==> config.mk <==
export PLATFORM = sky130hd
export DESIGN_NAME = id_issue_stage
export DESIGN_NICKNAME = d
export VERILOG_FILES = /design/src/rtl/id_issue_stage.sv
export SDC_FILE = /design/constraint.sdc
export NUM_CORES = 1
export LEC_CHECK = 0
export ABC_AREA = 1
export CAP_MARGIN = 15
export CELL_PAD_IN_SITES_DETAIL_PLACEMENT = 0
export CELL_PAD_IN_SITES_GLOBAL_PLACEMENT = 1
export CORE_AREA = 10 10 182 184
export DETAILED_ROUTE_END_ITERATION = 8
export DIE_AREA = 0 0 192 194
export PLACE_DENSITY_LB_ADDON = 0.1
export SYNTH_ARGS = -nofsm -noshare
export SYNTH_HDL_FRONTEND = slang
export SYNTH_SLANG_ARGS = --single-unit
==> constraint.sdc <==
create_clock -name clk -period 4.22 [get_ports clk]
set_input_delay 0.844 -clock clk [delete_from_list [all_inputs] [get_ports clk]]
set_output_delay 0.844 -clock clk [all_outputs]
set_load 0.005 [all_outputs]
==> src/rtl/id_issue_stage.sv <==
// MIPS32 decode/issue stage: decode, forwarded operand fetch,
// load-use stall request and the registered ID/EX boundary.
// Ports: clk/rst (sync, active-high); pc_i/inst_i from IF/ID;
//   rf_* regfile read ports; fwd_* forwarding sources (0 = youngest);
//   ex_is_load_i/ex_wd_i for load-use; id_stall_i/ex_stall_i/flush_i
//   from control; stall_req_o; ex_* registered ID/EX outputs;
//   stall_cnt_o saturating count of stall-request cycles.
module id_issue_stage #(
  parameter int DATA_W = 32,
  parameter int FWD_N  = 2,
  parameter int CNT_W  = 16
) (
  input  logic                    clk,
  input  logic                    rst,
  input  logic [31:0]             pc_i,
  input  logic [31:0]             inst_i,
  input  logic [DATA_W-1:0]       rf_rdata1_i,
  input  logic [DATA_W-1:0]       rf_rdata2_i,
  output logic                    rf_re1_o,
  output logic                    rf_re2_o,
  output logic [4:0]              rf_raddr1_o,
  output logic [4:0]              rf_raddr2_o,
  input  logic [FWD_N-1:0]        fwd_we_i,
  input  logic [5*FWD_N-1:0]      fwd_wa_i,
  input  logic [DATA_W*FWD_N-1:0] fwd_wd_i,
  input  logic                    ex_is_load_i,
  input  logic [4:0]              ex_wd_i,
  input  logic                    id_stall_i,
  input  logic                    ex_stall_i,
  input  logic                    flush_i,
  output logic                    stall_req_o,
  output logic [7:0]              ex_aluop_o,
  output logic [2:0]              ex_alusel_o,
  output logic [DATA_W-1:0]       ex_reg1_o,
  output logic [DATA_W-1:0]       ex_reg2_o,
  output logic [4:0]              ex_wd_o,
  output logic                    ex_wreg_o,
  output logic [31:0]             ex_inst_o,
  output logic [31:0]             ex_pc_o,
  output logic                    ex_invalid_o,
  output logic [CNT_W-1:0]        stall_cnt_o
);

  localparam logic [7:0] OP_NOP   = 8'h00;
  localparam logic [7:0] OP_AND   = 8'h24;
  localparam logic [7:0] OP_OR    = 8'h25;
  localparam logic [7:0] OP_XOR   = 8'h26;
  localparam logic [7:0] OP_NOR   = 8'h27;
  localparam logic [7:0] OP_SLLV  = 8'h04;
  localparam logic [7:0] OP_SRLV  = 8'h06;
  localparam logic [7:0] OP_SRAV  = 8'h07;
  localparam logic [7:0] OP_SLL   = 8'h7c;
  localparam logic [7:0] OP_SRL   = 8'h02;
  localparam logic [7:0] OP_SRA   = 8'h03;
  localparam logic [7:0] OP_ADDU  = 8'h21;
  localparam logic [7:0] OP_SUBU  = 8'h23;
  localparam logic [7:0] OP_ADDIU = 8'h56;
  localparam logic [7:0] OP_LW    = 8'he3;

  localparam logic [2:0] RES_NOP   = 3'b000;
  localparam logic [2:0] RES_LOGIC = 3'b001;
  localparam logic [2:0] RES_SHIFT = 3'b010;
  localparam logic [2:0] RES_ARITH = 3'b100;
  localparam logic [2:0] RES_LDST  = 3'b111;

  logic [5:0] op, fn;
  logic [4:0] rs, rt, rd, sa;

  assign op = inst_i[31:26];
  assign rs = inst_i[25:21];
  assign rt = inst_i[20:16];
  assign rd = inst_i[15:11];
  assign sa = inst_i[10:6];
  assign fn = inst_i[5:0];

  logic is_r, is_s, is_logi, is_lui, is_addiu, is_lw;

  assign is_r = (op == 6'h00) && (sa == 5'd0) &&
    (fn inside {6'h24, 6'h25, 6'h26, 6'h27,
                6'h04, 6'h06, 6'h07, 6'h21, 6'h23});
  // The all-zero NOP word lands here as SLL $0,$0,0.
  assign is_s = (op == 6'h00) && (rs == 5'd0) &&
    (fn inside {6'h00, 6'h02, 6'h03});
  assign is_logi  = op inside {6'h0c, 6'h0d, 6'h0e};
  assign is_lui   = (op == 6'h0f);
  assign is_addiu = (op == 6'h09);
  assign is_lw    = (op == 6'h23);

  logic [7:0]        aluop_d;
  logic [2:0]        alusel_d;
  logic              re1, re2;
  logic [4:0]        wd_d;
  logic              wreg_d;
  logic              inv_d;
  logic [DATA_W-1:0] imm;

  always_comb begin
    aluop_d  = OP_NOP;
    alusel_d = RES_NOP;
    re1      = 1'b0;
    re2      = 1'b0;
    wd_d     = 5'd0;
    wreg_d   = 1'b0;
    inv_d    = 1'b1;
    imm      = '0;
    unique case (1'b1)
      is_r: begin
        re1    = 1'b1;
        re2    = 1'b1;
        wd_d   = rd;
        wreg_d = 1'b1;
        inv_d  = 1'b0;
        case (fn)
          6'h24: begin aluop_d = OP_AND;  alusel_d = RES_LOGIC; end
          6'h25: begin aluop_d = OP_OR;   alusel_d = RES_LOGIC; end
          6'h26: begin aluop_d = OP_XOR;  alusel_d = RES_LOGIC; end
          6'h27: begin aluop_d = OP_NOR;  alusel_d = RES_LOGIC; end
          6'h04: begin aluop_d = OP_SLLV; alusel_d = RES_SHIFT; end
          6'h06: begin aluop_d = OP_SRLV; alusel_d = RES_SHIFT; end
          6'h07: begin aluop_d = OP_SRAV; alusel_d = RES_SHIFT; end
          6'h21: begin aluop_d = OP_ADDU; alusel_d = RES_ARITH; end
          6'h23: begin aluop_d = OP_SUBU; alusel_d = RES_ARITH; end
          default: ;
        endcase
      end
      is_s: begin
        re2      = 1'b1;
        imm      = DATA_W'(sa);
        wd_d     = rd;
        wreg_d   = 1'b1;
        inv_d    = 1'b0;
        alusel_d = RES_SHIFT;
        case (fn)
          6'h00:   aluop_d = OP_SLL;
          6'h02:   aluop_d = OP_SRL;
          default: aluop_d = OP_SRA;
        endcase
      end
      is_logi: begin
        re1      = 1'b1;
        imm      = DATA_W'(inst_i[15:0]);
        wd_d     = rt;
        wreg_d   = 1'b1;
        inv_d    = 1'b0;
        alusel_d = RES_LOGIC;
        case (op)
          6'h0c:   aluop_d = OP_AND;
          6'h0d:   aluop_d = OP_OR;
          default: aluop_d = OP_XOR;
        endcase
      end
      is_lui: begin
        imm      = DATA_W'({inst_i[15:0], 16'h0000});
        wd_d     = rt;
        wreg_d   = 1'b1;
        inv_d    = 1'b0;
        aluop_d  = OP_OR;
        alusel_d = RES_LOGIC;
      end
      is_addiu: begin
        re1      = 1'b1;
        imm      = DATA_W'($signed(inst_i[15:0]));
        wd_d     = rt;
        wreg_d   = 1'b1;
        inv_d    = 1'b0;
        aluop_d  = OP_ADDIU;
        alusel_d = RES_ARITH;
      end
      is_lw: begin
        re1      = 1'b1;
        imm      = DATA_W'($signed(inst_i[15:0]));
        wd_d     = rt;
        wreg_d   = 1'b1;
        inv_d    = 1'b0;
        aluop_d  = OP_LW;
        alusel_d = RES_LDST;
      end
      default: ;
    endcase
  end

  assign rf_re1_o    = re1;
  assign rf_re2_o    = re2;
  assign rf_raddr1_o = rs;
  assign rf_raddr2_o = rt;

  logic [DATA_W-1:0] reg1_d, reg2_d;

  // Scan oldest to youngest so the lowest matching index wins.
  always_comb begin
    reg1_d = rf_rdata1_i;
    if (!re1) begin
      reg1_d = imm;
    end else if (rs == 5'd0) begin
      reg1_d = '0;
    end else begin
      for (int k = FWD_N - 1; k >= 0; k--) begin
        if (fwd_we_i[k] && fwd_wa_i[5*k +: 5] == rs)
          reg1_d = fwd_wd_i[DATA_W*k +: DATA_W];
      end
    end
  end

  always_comb begin
    reg2_d = rf_rdata2_i;
    if (!re2) begin
      reg2_d = imm;
    end else if (rt == 5'd0) begin
      reg2_d = '0;
    end else begin
      for (int k = FWD_N - 1; k >= 0; k--) begin
        if (fwd_we_i[k] && fwd_wa_i[5*k +: 5] == rt)
          reg2_d = fwd_wd_i[DATA_W*k +: DATA_W];
      end
    end
  end

  assign stall_req_o = ex_is_load_i && (ex_wd_i != 5'd0) &&
    ((re1 && rs == ex_wd_i) || (re2 && rt == ex_wd_i));

  logic [7:0]        aluop_q;
  logic [2:0]        alusel_q;
  logic [DATA_W-1:0] reg1_q, reg2_q;
  logic [4:0]        wd_q;
  logic              wreg_q, inv_q;
  logic [31:0]       inst_q, pc_q;
  logic [CNT_W-1:0]  cnt_q;

  always_ff @(posedge clk) begin
    if (rst || flush_i || (id_stall_i && !ex_stall_i)) begin
      aluop_q  <= OP_NOP;
      alusel_q <= RES_NOP;
      reg1_q   <= '0;
      reg2_q   <= '0;
      wd_q     <= 5'd0;
      wreg_q   <= 1'b0;
      inv_q    <= 1'b0;
      inst_q   <= 32'd0;
      pc_q     <= 32'd0;
    end else if (!id_stall_i) begin
      aluop_q  <= aluop_d;
      alusel_q <= alusel_d;
      reg1_q   <= reg1_d;
      reg2_q   <= reg2_d;
      wd_q     <= wd_d;
      wreg_q   <= wreg_d;
      inv_q    <= inv_d;
      inst_q   <= inst_i;
      pc_q     <= pc_i;
    end
  end

  always_ff @(posedge clk) begin
    if (rst)
      cnt_q <= '0;
    else if (stall_req_o && cnt_q != {CNT_W{1'b1}})
      cnt_q <= cnt_q + CNT_W'(1);
  end

  assign ex_aluop_o   = aluop_q;
  assign ex_alusel_o  = alusel_q;
  assign ex_reg1_o    = reg1_q;
  assign ex_reg2_o    = reg2_q;
  assign ex_wd_o      = wd_q;
  assign ex_wreg_o    = wreg_q;
  assign ex_inst_o    = inst_q;
  assign ex_pc_o      = pc_q;
  assign ex_invalid_o = inv_q;
  assign stall_cnt_o  = cnt_q;

endmodule

==> impl_summary.txt, run 1 <==
----------------------------------------------------
[Finish]
  Fill cell total of the finished layout ... 3,051
  Sequential cell area ... 0.00324 sq mm
  Footprint of the multi-input gates ... about 0.0049 sq mm
  Fraction of final layout cells with drive strength greater than 1 ... 4.98%
  Layout overhead on the synthesized area ... 54.2%
  Net total in the final layout ... approximately 2.0k

[Setup path]
  Setup crit start kind ... input port
  Largest fanout on the critical path ... 19
  WS Path Type ... in2out
  Number of cells on the worst reg-to-reg path ... 12
  Terminus of the critical flop-to-flop path ... stall_cnt_o[5]$_SDFFE_PP0P_
  Critical Path Sink ... stall_req_o
  Worst R2R Start ... stall_cnt_o[1]$_SDFFE_PP0P_
  Data arrival at the endpoint of the critical path ... 3.12 ns
  Critical path startpoint ... inst_i[22]
  Critical Path RT ... 3.38 ns
  Reg-to-reg slack, setup ... 2.16 ns
  Critical Path Sink Type ... output port

[Global route]
  Via count of the first global-routing pass ... 10.1k
  GR Overflow Total ... 0
  Number of antenna violations at the first check in global routing ... 2
  Wire length of the first global-routing pass ... slightly above 60 mm
  Total global routing track utilization ... 21.1%
  Maximum number of pins on one net before global-route repair ... 146

[Power and ir drop]
  Share of total power consumed by net switching ... 26.5%
  Largest voltage drop on the vdd net ... 0.218 mV
  Part of the total power dissipated in sequential elements ... 39.0%
  Net load switching power ... around 1.1 mW
  Clock power frac ... 44.8%
  Internal power component ... 2.97 mW
  Share of total power in combinational logic ... 16.1%
  Cell Pwr Density ... 291 mW/mm^2
  Total leakage power ... 5.76 nW

[Timing]
  Share of the clock period used by the worst path ... 93.9%
  Number of slew-limit violations in the final report ... 0
  Final worst-path setup slack ... roughly 0.26 ns
  Unrepaired setup endpoints after global routing ... no
  Total negative setup slack ... 0 ns
  Tightest slew margin relative to the limit ... 25.3%
  Final hold viol count ... 0
  Worst Clk Skew ... ~0.0061 ns
  Worst Tran Pin Value ... around 1.1 ns
  Minimum period implied by the final worst setup slack ... 3.96 ns
  Final setup viols ... 0
  Fmax achieved ... 252 MHz

[Routing]
  Count of unresolved DRC violations after routing ... 0
  First-pass detailed-route iteration total ... 5
  Iteration-0 DRC count of the detailed router ... 643
  Routed via count ... 10.5k
  Detail-routed net length per standard cell ... 18.9 um
  Wire length reported by the detailed router ... roughly 41 mm
  Final ANT Viol Nets ... 0
  Avg Vias per Cell ... 4.82

[Place]
  Routability-driven placement congestion ratio ... around 0.86
  Port Buf Inserts ... slightly below 400
  Setup Slack @ Placement ... between 0.2 and 0.3 ns
  Half-perimeter wire length of the detailed placement result ... a little over 30 mm

[Floorplanning]
  Effective utilization at floorplan ... 30.6%
  Die Width ... 192 um
  Floorplan die height ... 194 um
  Number of ports placed on the die boundary ... 390
  Die Footprint ... about 0.037 sq mm
  Floorplan Core Area ... 0.0294 sq mm
  FP Rows ... 63

[CTS]
  Count of hold-fix buffers inserted at cts ... 0
  CTS tree ... done
  Clock input transition at the sequential cells of the worst setup and hold paths ... 0.07 ns
  Clock tree buffer depth ... 2
  Clock Sink Count ... 162
  H-tree Lvls ... 4
  Number of cells upsized or downsized after cts ... 0
  CTS root buf ... sky130_fd_sc_hd__clkbuf_16
  # Post-CTS Setup Buffers ... 0
  Number of buffers created by CTS ... 17
  Clock latency of the later-clocked register in the worst-skew pair ... 0.44 ns

[Flow run]
  Number of maximum-capacitance constraint violations ... 0

[Status]
  Run status ... finished clean

[Synthesis]
  Post-synthesis area per instance ... 6.24 sq um
  Post-synthesis instance area ... 0.00900 sq mm
  Synth Net Count ... 1,658
  Register bit count reported by yosys ... 162
  Number of instances in the synthesized netlist ... approximately 1.4k
  Fraction of the yosys area taken by sequential cells ... 36.0%
  Number of distinct library cell variants in the gate-level netlist after synthesis ... 35
  Yosys Warn Count ... 0

[Hold path]
  Worst Hold Launch ... ex_pc_o[19]$_SDFFE_PP0N_
  Worst min-delay path class ... reg2reg

----------------------------------------------------
cell type report:
type,instances,area share [%]
Multi-Input combinational cell,1057,35.1
Timing Repair Buffer,409,29.7
Sequential cell,162,23.4
Tap cell,390,3.52
Inverter,129,3.51
Clock buffer,17,3.07
Clock inverter,14,1.74
Antenna cell,1,0.0180
registers in the layout, indices dropped and copies added (netlist names):
name and cells:
ex_alusel_o 3, stall_cnt_o 16, ex_wd_o 5, ex_inst_o 32, ex_reg1_o 32, ex_invalid_o 1, ex_wreg_o 1, ex_reg2_o 32
ex_aluop_o 8, ex_pc_o 32
synth_stat cells (all sizes together):
master	instances	area share [%]
ha	1	0.14
nand3b	1	0.083
o21ai	125	7.0
nand4	15	1.0
a31oi	1	0.070
a21oi	166	9.2
or2	2	0.14
nand2	376	16
nor4	3	0.21
xnor2	8	0.78
inv	126	5.3
dfxtp	162	36
nor3	9	0.50
clkinv	3	0.13
xor2	6	0.58
nor2	248	11
clkbuf	60	2.5
o211ai	43	3.6
a22o	1	0.097
nand3	41	2.6
buf	34	2.2
o22ai	11	0.76
worst max-delay path, cell delays in order:
cell                              delay, ns
sky130_fd_sc_hd__clkdlybuf4s50_1       0.49
sky130_fd_sc_hd__nor2_1                0.15
sky130_fd_sc_hd__nand4_1               0.22
sky130_fd_sc_hd__nor2_1                0.23
sky130_fd_sc_hd__nand2_2               0.12
sky130_fd_sc_hd__nand2_4               0.15
sky130_fd_sc_hd__nand2_4               0.08
sky130_fd_sc_hd__nand2_8               0.15
sky130_fd_sc_hd__nand2_1               0.11
sky130_fd_sc_hd__inv_1                 0.06
sky130_fd_sc_hd__clkdlybuf4s50_1       0.50
layer usage:
| layer | vias to the layer above | track usage, % | wire, um |
|---|---|---|---|
| met4 | 2 | 5.55 | 822 |
| met3 | 42 | 6.29 | 3490 |
| met2 | 322 | 35.5 | 19700 |
| met1 | 4823 | 25.4 | 17200 |
| met5 | - | 0 | 13 |
| li1 | 5317 | - | - |
cell usage in the layout (no fill, tap or decap), types with 2 or more instances in the layout:
master | Yosys | layout
sky130_fd_sc_hd__a21oi_1 | 166 | 166
sky130_fd_sc_hd__buf_12 | 0 | 6
sky130_fd_sc_hd__buf_4 | 11 | 15
sky130_fd_sc_hd__bufinv_16 | 0 | 5
sky130_fd_sc_hd__clkbuf_16 | 0 | 17
sky130_fd_sc_hd__clkdlybuf4s50_1 | 0 | 388
sky130_fd_sc_hd__clkinv_1 | 3 | 2
sky130_fd_sc_hd__dfxtp_1 | 162 | 162
sky130_fd_sc_hd__inv_1 | 118 | 118
sky130_fd_sc_hd__inv_2 | 8 | 8
sky130_fd_sc_hd__inv_6 | 0 | 5
sky130_fd_sc_hd__inv_8 | 0 | 2
sky130_fd_sc_hd__nand2_1 | 368 | 368
sky130_fd_sc_hd__nand2_2 | 3 | 3
sky130_fd_sc_hd__nand2_4 | 4 | 4
sky130_fd_sc_hd__nand3_1 | 36 | 34
sky130_fd_sc_hd__nand3_2 | 4 | 6
sky130_fd_sc_hd__nand4_1 | 15 | 15
sky130_fd_sc_hd__nor2_1 | 239 | 239
sky130_fd_sc_hd__nor2_2 | 6 | 6
sky130_fd_sc_hd__nor2_4 | 3 | 3
sky130_fd_sc_hd__nor3_1 | 9 | 8
sky130_fd_sc_hd__nor4_1 | 3 | 3
sky130_fd_sc_hd__o211ai_1 | 43 | 43
sky130_fd_sc_hd__o21ai_0 | 110 | 110
sky130_fd_sc_hd__o21ai_1 | 14 | 14
sky130_fd_sc_hd__o22ai_1 | 11 | 11
sky130_fd_sc_hd__or2_2 | 2 | 2
sky130_fd_sc_hd__xnor2_1 | 8 | 8
sky130_fd_sc_hd__xor2_1 | 6 | 6
stage by stage:
stage / hold WS [ns] / power, mW / cell area, sq um / instances / util, %
after CTS: 0.465 / 4.08 / 13900 / 2178 / 47.2
after floorplan: 0.462 / 1.86 / 9000 / 1442 / -
after global routing: 0.485 / 4.19 / 13900 / 2179 / 47.2
after detailed placement: 0.455 / 2.26 / 13200 / 2147 / 44.9
final: 0.465 / 4.04 / 13900 / 2179 / 47.2
after global placement: 0.452 / 2.26 / 13200 / 2147 / 44.9
power groups by stage:
stage,sequential [mW],clock (mW),combinational (mW)
final,1.58,1.81,0.651
after global routing,1.58,1.90,0.712
after CTS,1.58,1.85,0.657
after detailed placement,1.61,0,0.654
after global placement,1.61,0,0.654
after floorplan,1.61,0,0.251
kinds of logic after synthesis:
group,synth area share [%]
and+or+nand+nor,31.7
DFF,36.0
buffers and inverters,10.1
xor gates and xnor gates,1.36
adders and majority gates,0.139
AOI/OAI and AO/OA,20.7
worst min path at each step:
stage	end	slack, ns	cells after the start
finish	ex_pc_o[19]$_SDFFE_PP0N_	0.47	2
global route	ex_pc_o[5]$_SDFFE_PP0N_	0.48	2
CTS	ex_inst_o[10]$_SDFFE_PP0N_	0.47	2
detailed placement	ex_pc_o[4]$_SDFFE_PP0N_	0.45	2
global placement	ex_pc_o[3]$_SDFFE_PP0N_	0.45	2
floorplan	ex_aluop_o[0]$_SDFFE_PP0N_	0.46	2
Note: power is estimated with default switching activity, not from simulation.
==> run 2: changes to the inputs <==
CTS_BUF_LIST = sky130_fd_sc_hd__clkbuf_8   (was not set)
SLEW_MARGIN = 20   (was not set)
==> impl_summary.txt, run 2 (synthesis gave the netlist of run 1 again) <==
----------------------------------------------------
[Status]
  Run status ... finished clean

[Place]
  Port Buf Inserts ... 389 (unchanged)
  Setup Slack @ Placement ... 0.263 ns (unchanged)
  Routability-driven placement congestion ratio ... 0.856 (unchanged)
  Half-perimeter wire length of the detailed placement result ... 31.0 mm (unchanged)

[Setup path]
  Setup crit start kind ... input port
  Largest fanout on the critical path ... 19 (unchanged)
  Data arrival at the endpoint of the critical path ... 3.12 ns (about the same)
  Cell with the biggest individual delay on the critical path ... sky130_fd_sc_hd__clkdlybuf4s50_1
  WS Path Type ... in2out
  Critical Path Sink Type ... output port
  Critical Path RT ... 3.38 ns (about the same)
  Number of cells on the worst reg-to-reg path ... 12 (unchanged)
  Reg-to-reg slack, setup ... 2.15 ns (about the same)
  Terminus of the critical flop-to-flop path ... stall_cnt_o[5]$_SDFFE_PP0P_
  Cells along the critical path ... clkdlybuf4s50_1 > inv_2 > nand4_1 > nor2_1 > nand2_2 > nand2_4 > nand2_4 > nand2_8 > nand2_1 > inv_1 > clkdlybuf4s50_1
  Worst R2R Start ... stall_cnt_o[1]$_SDFFE_PP0P_
  Worst path max stage delay ... 0.50 ns (about the same)

[Finish]
  Utilization after layout ... 46.6% (-0.56 points)
  Layout overhead on the synthesized area ... 52.4%
  Fraction of final layout cells with drive strength greater than 1 ... 5.03% (+0.053 points)
  Most used cells in the layout excluding fill and tap cells ... sky130_fd_sc_hd__clkdlybuf4s50_1, sky130_fd_sc_hd__nand2_1, sky130_fd_sc_hd__nor2_1
  Net total in the final layout ... 1,993 (+0.050%)
  Most common library cell in the layout ignoring fill and taps ... sky130_fd_sc_hd__clkdlybuf4s50_1

[Floorplanning]
  Number of ports placed on the die boundary ... 390 (unchanged)
  Floorplan die height ... 194 um (unchanged)
  Die Width ... 192 um (unchanged)
  FP Rows ... 63 (unchanged)
  Effective utilization at floorplan ... 30.6% (unchanged)
  Die Footprint ... 0.0372 sq mm (unchanged)
  Floorplan Core Area ... 0.0294 sq mm (unchanged)

[Global route]
  Wire length of the first global-routing pass ... 61.1 mm (-0.10%)
  Number of antenna violations at the first check in global routing ... 2 (unchanged)
  Total global routing track utilization ... 21.1% (+0.041 points)
  Via count of the first global-routing pass ... 10.1k (-0.19%)
  Maximum number of pins on one net before global-route repair ... 146 (unchanged)
  GR Overflow Total ... 0 (unchanged)

[Timing]
  Worst Clk Skew ... 0.00801 ns (+0.00195 ns)
  Total negative setup slack ... 0 ns (unchanged)
  Number of slew-limit violations in the final report ... 0 (unchanged)
  Final hold viol count ... 0 (unchanged)
  Share of the clock period used by the worst path ... 94.0% (+0.13 points)
  Final setup viols ... 0 (unchanged)
  Minimum period implied by the final worst setup slack ... 3.97 ns (+0.00548 ns)
  Final worst-path setup slack ... 0.254 ns (-0.00548 ns)
  Worst Tran Pin Value ... 0.873 ns (-0.244 ns)
  Fmax achieved ... 252 MHz (-0.14%)
  Unrepaired setup endpoints after global routing ... no
  Tightest slew margin relative to the limit ... 41.8% (+16 points)

[Routing]
  Final ANT Viol Nets ... 0 (unchanged)
  First-pass detailed-route iteration total ... 5 (unchanged)
  Routed via count ... 10.5k (-0.50%)
  Count of unresolved DRC violations after routing ... 0 (unchanged)
  Iteration-0 DRC count of the detailed router ... 632 (-1.7%)
  Wire length reported by the detailed router ... 41.2 mm (-0.21%)
  Detail-routed net length per standard cell ... 18.9 um (-0.25%)
  Avg Vias per Cell ... 4.79 (-0.55%)

[Power and ir drop]
  Total leakage power ... 5.68 nW (-1.3%)
  Cell Pwr Density ... 266 mW/mm^2 (-8.7%)
  Largest voltage drop on the vdd net ... 0.165 mV (-24%)

[CTS]
  H-tree Lvls ... 4 (unchanged)
  Clock Sink Count ... 162 (unchanged)
  CTS tree ... done
  Count of hold-fix buffers inserted at cts ... 0 (unchanged)
  Clock tree buffer depth ... 2 (unchanged)
  # Post-CTS Setup Buffers ... 0 (unchanged)
  Number of cells upsized or downsized after cts ... 0 (unchanged)
  CTS root buf ... sky130_fd_sc_hd__clkbuf_8
  Clock input transition at the sequential cells of the worst setup and hold paths ... 0.09 ns (+0.02 ns)
  Number of buffers created by CTS ... 17 (unchanged)
  Clock latency of the later-clocked register in the worst-skew pair ... 0.47 ns (+0.03 ns)

[Hold path]
  Worst min-delay path class ... reg2reg
  Endpoint of the worst hold-timing path ... ex_inst_o[10]$_SDFFE_PP0N_
  Number of cells on the worst hold path ... 2 (unchanged)
  Worst Hold Launch ... ex_inst_o[10]$_SDFFE_PP0N_

[Flow run]
  Number of maximum-capacitance constraint violations ... 0 (unchanged)

----------------------------------------------------
==> run 2: cell count changes in the layout (fill, tap and decap cells not counted) <==
cell	change
sky130_fd_sc_hd__clkbuf_16	-17
sky130_fd_sc_hd__clkbuf_8	+17
sky130_fd_sc_hd__buf_16	+1
==> run 2: stage by stage <==
stage                     std cells  area (sq um)  total power [mW]  hold WS, ns
final                          2180         13700              3.64        0.469
after global placement         2147         13200              2.26        0.452
after global routing           2180         13700              3.80        0.489
after floorplan                1442          9000              1.86        0.462
after detailed placement       2147         13200              2.26        0.455
after CTS                      2178         13700              3.68        0.469
==> run 2: critical path, delay by kind of cell <==
kind	cells	cell delay (ns)
buf+inv	4	1.18
simple gates	7	1.09
==> run 2: area by class of cell <==
type / count / area [sq um]
Inverter: 129 / 487
Clock buffer: 17 / 234
Fill cell: 3077 / 15700
Multi-Input combinational cell: 1057 / 4870
Sequential cell: 162 / 3240
Antenna cell: 1 / 2.50
Clock inverter: 14 / 241
Tap cell: 390 / 488
Timing Repair Buffer: 410 / 4140
==> run 2: worst max-delay path by stage <==
stage | end | cells after the start | from
2_1_floorplan | stall_req_o | 10 | inst_i[0]
5_1_grt | stall_req_o | 11 | inst_i[22]
4_1_cts | stall_req_o | 11 | inst_i[21]
3_5_place_dp | stall_req_o | 11 | inst_i[21]
3_3_place_gp | stall_req_o | 11 | inst_i[21]
6_report | stall_req_o | 11 | inst_i[21]
==> run 2: power by group <==
part,internal [mW],leakage (nW),switching [mW]
Clock,0.725,0.239,0.691
Combinational,0.337,4.13,0.313
Sequential,1.56,1.31,0.0163
==> run 2: metal layers <==
layer / part of all wire (%) / vias to the layer above / GRT usage [%]
li1: - / 5307 / -
met1: 42 / 4805 / 25.4
met2: 48 / 298 / 35.5
met3: 8.0 / 41 / 6.83
met4: 1.9 / 2 / 5.06
met5: 0.032 / - / 0
